**src/rtl/inst_fetch_queue.sv**
```systemverilog
// Instruction fetch queue: circular FIFO of fetched instructions between fetch and decode.
// Optional same-cycle empty-queue bypass is enabled by defining IFQ_BYPASS_EN.
module inst_fetch_queue #(
  parameter int DEPTH = 4
) (
  input  logic                     clk,
  input  logic                     rst,
  input  logic                     flush,
  input  logic                     in_valid,
  output logic                     in_ready,
  input  logic [31:0]              in_pc,
  input  logic [31:0]              in_inst,
  input  logic                     in_branch,
  input  logic [31:0]              in_branch_addr,
  input  logic [3:0]               in_except,
  output logic                     out_valid,
  input  logic                     out_ready,
  output logic [31:0]              out_pc,
  output logic [31:0]              out_inst,
  output logic                     out_branch,
  output logic [31:0]              out_branch_addr,
  output logic [3:0]               out_except,
  output logic [$clog2(DEPTH):0]   count
);

  localparam int AW = $clog2(DEPTH);

  typedef struct packed {
    logic [31:0] pc;
    logic [31:0] inst;
    logic        branch;
    logic [31:0] branch_addr;
    logic [3:0]  except;
  } entry_t;

  entry_t      mem [DEPTH];
  logic [AW:0] rd_ptr;
  logic [AW:0] wr_ptr;
  logic        empty;
  logic        full;
  logic        push;
  logic        pop;
  logic        bypass;
  logic        wr_en;
  logic        rd_adv;
  entry_t      in_entry;
  entry_t      head;

  assign empty = (rd_ptr == wr_ptr);
  assign full  = (rd_ptr[AW-1:0] == wr_ptr[AW-1:0]) && (rd_ptr[AW] != wr_ptr[AW]);
  assign count = wr_ptr - rd_ptr;

  assign in_entry = '{pc: in_pc, inst: in_inst, branch: in_branch,
                      branch_addr: in_branch_addr, except: in_except};

`ifdef IFQ_BYPASS_EN
  assign bypass = empty && in_valid && !flush && !rst;
`else
  assign bypass = 1'b0;
`endif

  assign in_ready  = !rst && !flush && !full;
  assign out_valid = !rst && !flush && (!empty || bypass);
  assign push      = in_valid && in_ready;
  assign pop       = out_valid && out_ready;

  // A bypassed entry that decode takes immediately never touches the array.
  assign wr_en  = push && !(bypass && out_ready);
  assign rd_adv = pop && !bypass;

  always_comb begin
    head = '0;
    if (out_valid) begin
      head = bypass ? in_entry : mem[rd_ptr[AW-1:0]];
    end
  end

  assign out_pc          = head.pc;
  assign out_inst        = head.inst;
  assign out_branch      = head.branch;
  assign out_branch_addr = head.branch_addr;
  assign out_except      = head.except;

  always_ff @(posedge clk) begin
    if (wr_en) begin
      mem[wr_ptr[AW-1:0]] <= in_entry;
    end
  end

  // Flush and reset both rewind the pointers; array contents are left stale.
  always_ff @(posedge clk) begin
    if (rst || flush) begin
      rd_ptr <= '0;
      wr_ptr <= '0;
    end else begin
      if (wr_en) begin
        wr_ptr <= wr_ptr + (AW+1)'(1);
      end
      if (rd_adv) begin
        rd_ptr <= rd_ptr + (AW+1)'(1);
      end
    end
  end

endmodule

```
**config.mk**
```make
export PLATFORM = sky130hd
export DESIGN_NAME = inst_fetch_queue
export DESIGN_NICKNAME = d
export VERILOG_FILES = /design/src/rtl/inst_fetch_queue.sv
export SDC_FILE = /design/constraint.sdc
export NUM_CORES = 1
export LEC_CHECK = 0
export CAP_MARGIN = 10
export CORE_MARGIN = 3
export CORE_UTILIZATION = 50
export DETAILED_ROUTE_END_ITERATION = 12
export HOLD_SLACK_MARGIN = 0.1
export MAX_ROUTING_LAYER = met4
export PLACE_DENSITY_LB_ADDON = 0.3
export SETUP_SLACK_MARGIN = 0.2
export SLEW_MARGIN = 10
export SYNTH_ARGS = -nofsm -noshare
export SYNTH_HDL_FRONTEND = slang
export SYNTH_SLANG_ARGS = --single-unit
```
**constraint.sdc**
```tcl
create_clock -name clk -period 4.45 [get_ports clk]
set_input_delay 0.89 -clock clk [delete_from_list [all_inputs] [get_ports clk]]
set_output_delay 0.89 -clock clk [all_outputs]
set_load 0.02 [all_outputs]
```
==> results.json <==
{
  "p_per_area_nw_per_um2": 402,
  "antenna_found_initial": 2,
  "worstRegToRegCells": 5,
  "period_minus_slack_ps": 3920,
  "globalplace.congestion": 0.741,
  "fin_area_um2": 19900,
  "status": "finished clean",
  "hold_path_class": "reg2reg",
  "drt_wl_total_um": 29900,
  "setup_viol": 0,
  "seq_power_share": 0.539,
  "startpoint": "wr_ptr[0]",
  "drc": 0,
  "initial_core_util": 0.513,
  "cts_resized": 0,
  "fin_ws_ps": 531,
  "drv_cap": 0,
  "die_x_um": 184,
  "synth_top_area_frac": 0.763,
  "synth_area_um2": 15900,
  "p_comb_frac": 0.042,
  "placed_cell_area_um2": 18500,
  "arrival_ps": 3030,
  "start_kind": "flop",
  "synth-seq-cells": 412,
  "track_usage": 0.186,
  "grt_max_degree": 65,
  "nNetsFinal": 1050,
  "first_global_vias": 8084,
  "crit_required_ps": 3560,
  "final_antenna_net_count": 0,
  "drive_above_1_share": 0.202,
  "critPathMaxFanout": 38,
  "ys_warn_count": 0,
  "fin_util": 0.642,
  "grt_pass1_wl_um": 46900,
  "finalCritPeriodShare": 0.881,
  "num_vias": 7452,
  "postCtsSetupBuffers": 0,
  "synth.distinct_cells": 30,
  "reg2reg_to": "mem[2][60]",
  "top_usage_layer": "met2",
  "yosysTopAreaCell": "edfxtp_1",
  "cts_tree": "built",
  "cts_buffers": 42,
  "swShare": 0.188,
  "core_um2": 31000,
  "cp-end-kind": "output port",
  "final-max-slew-violation-count": 0,
  "r2r_slack_ps": 1600,
  "io_buffers": 211,
  "grt_overflow": 0,
  "fin_worst_skew_ps": 14.1,
  "synth-edff-count": 404,
  "max_freq_mhz": 255,
  "met1_usage": 0.264,
  "min_path_cells": 2,
  "ys_top_cells_by_area": "edfxtp_1, mux4_2, nor2b_1",
  "met3_usage": 0.0440,
  "p_sw_uw": 1510,
  "relSlewSlack": 0.489,
  "synthCells": 696,
  "synth_flop_cell": "edfxtp_1",
  "p_int_uw": 6490,
  "pwr-share-clk": 0.419,
  "critPathKind": "reg2out",
  "rsz0062_at_grt": "false",
  "crit-reg2reg-launch": "rd_ptr[1]",
  "drt_iter0_drc": 550,
  "worstMarginPinSlew_ps": 763,
  "yosysSeqAreaShare": 0.773,
  "min_from": "wr_ptr[0]",
  "via_per_inst": 5.45,
  "h-tree-depth": 2,
  "nFillCells": 2098,
  "clock_sinks": 412,
  "hold_buffers": 0,
  "max-vdd-ir-drop_v": 0.000283,
  "cts_buffer_depth": 3,
  "die_area_um2": 34000,
  "power_uw": 8000,
  "ioPinCount": 212,
  "dp_hpwl_um": 17900,
  "rows": 64,
  "finalHoldViolCount": 0,
  "area_growth_pct": 25.1,
  "dieHeight_um": 184,
  "tns_ps": 0,
  "async_flop_share": 0,
  "syn_nets": 810,
  "min_to": "wr_ptr[0]",
  "firstDrtPassIters": 5,
  "global_route.usage.met2": 0.280,
  "cts-root-buf": "clkbuf_16",
  "p_leak_uw": 0.00621,
  "clk_pin_slew_worst_paths_ps": 60,
  "wl_per_cell_um": 21.9,
  "syn_avg_cell_area_um2": 22.8,
  "dp_slack_ps": 733,
  "clk_latency_ps": 520
}
## registers in the layout (all words and copies together) (netlist names), named ones only
register / cells
mem: 404
wr_ptr: 3
rd_ptr: 3
## synthesized netlist by cell type (5+ instances only)
library cell	instances
inv_1	8
nor2b_4	7
clkbuf_1	5
mux4_2	101
buf_2	9
nor2b_1	93
ha_1	7
buf_6	19
nand2_1	8
and3_1	5
dfxtp_1	8
edfxtp_1	404
mux2i_1	5
## worst max-delay path, cell delays in order, from the launching register on
cell             delay, ps
dfxtp_1                380
inv_1                  110
ha_1                   400
nand2_1                210
o21ai_4                230
buf_4                  400
and2b_1                240
clkdlybuf4s50_1        540
## cell type report
type / instances / area, um^2 / share of cell area
Tap cell: 396 / 495 / 0.0249
Multi-Input combinational cell: 242 / 3320 / 0.167
Timing Repair Buffer: 230 / 2390 / 0.120
Inverter: 8 / 30.0 / 0.00151
Sequential cell: 412 / 12300 / 0.618
Clock buffer: 59 / 1210 / 0.0608
Antenna cell: 2 / 5.00 / 0.000252
Clock inverter: 19 / 136 / 0.00686
## layout by cell type, fill, tap and decap left out, types with 6 or more instances in the layout
cell type,instances
nor2b_1,93
clkdlybuf4s50_1,211
clkbuf_16,45
mux4_2,101
dfxtp_1,6
clkinv_1,7
clkinv_2,10
ha_1,7
nor2b_4,7
clkbuf_1,11
nand2_1,8
buf_4,8
inv_1,8
buf_12,11
edfxtp_1,404
## routing by layer
metal	part of all wire	wire, um
met1	0.44	13100
met2	0.47	14000
met3	0.072	2160
met4	0.020	599
met5	0	0
## power groups by stage
| stage | Sequential (uW) | Clock (uW) | Combinational (uW) |
|---|---|---|---|
| 2_1_floorplan | 4390 | 0 | 143 |
| 3_3_place_gp | 4390 | 0 | 329 |
| 3_5_place_dp | 4400 | 0 | 337 |
| 4_1_cts | 4310 | 3430 | 339 |
| 5_1_grt | 4320 | 3600 | 360 |
| 6_report | 4310 | 3350 | 334 |
## worst max path at each step
stage	to	slack [ps]	cells past startpoint
after CTS	out_branch_addr[1]	490	7
final	out_branch_addr[1]	530	7
after floorplan	mem[3][0]	270	3
after detailed placement	out_branch_addr[26]	730	6
after global routing	out_branch_addr[1]	340	7
after global placement	out_branch_addr[1]	800	6
## kinds of logic after synthesis
kind of cell | after synthesis | share of synthesized area
xor+xnor | 2 | 0.00157
fa+ha+maj | 8 | 0.00677
simple gates | 118 | 0.0485
flops | 412 | 0.773
mux | 106 | 0.146
buf+inv | 42 | 0.0198
compound gates | 8 | 0.00401
## stage by stage
step | hold slack, ps | cells
floorplan | 468 | 696
global placement | 490 | 1288
detailed placement | 497 | 1288
CTS | 505 | 1366
global route | 542 | 1368
finish | 503 | 1368
Note: power is estimated with default switching activity, not from simulation.
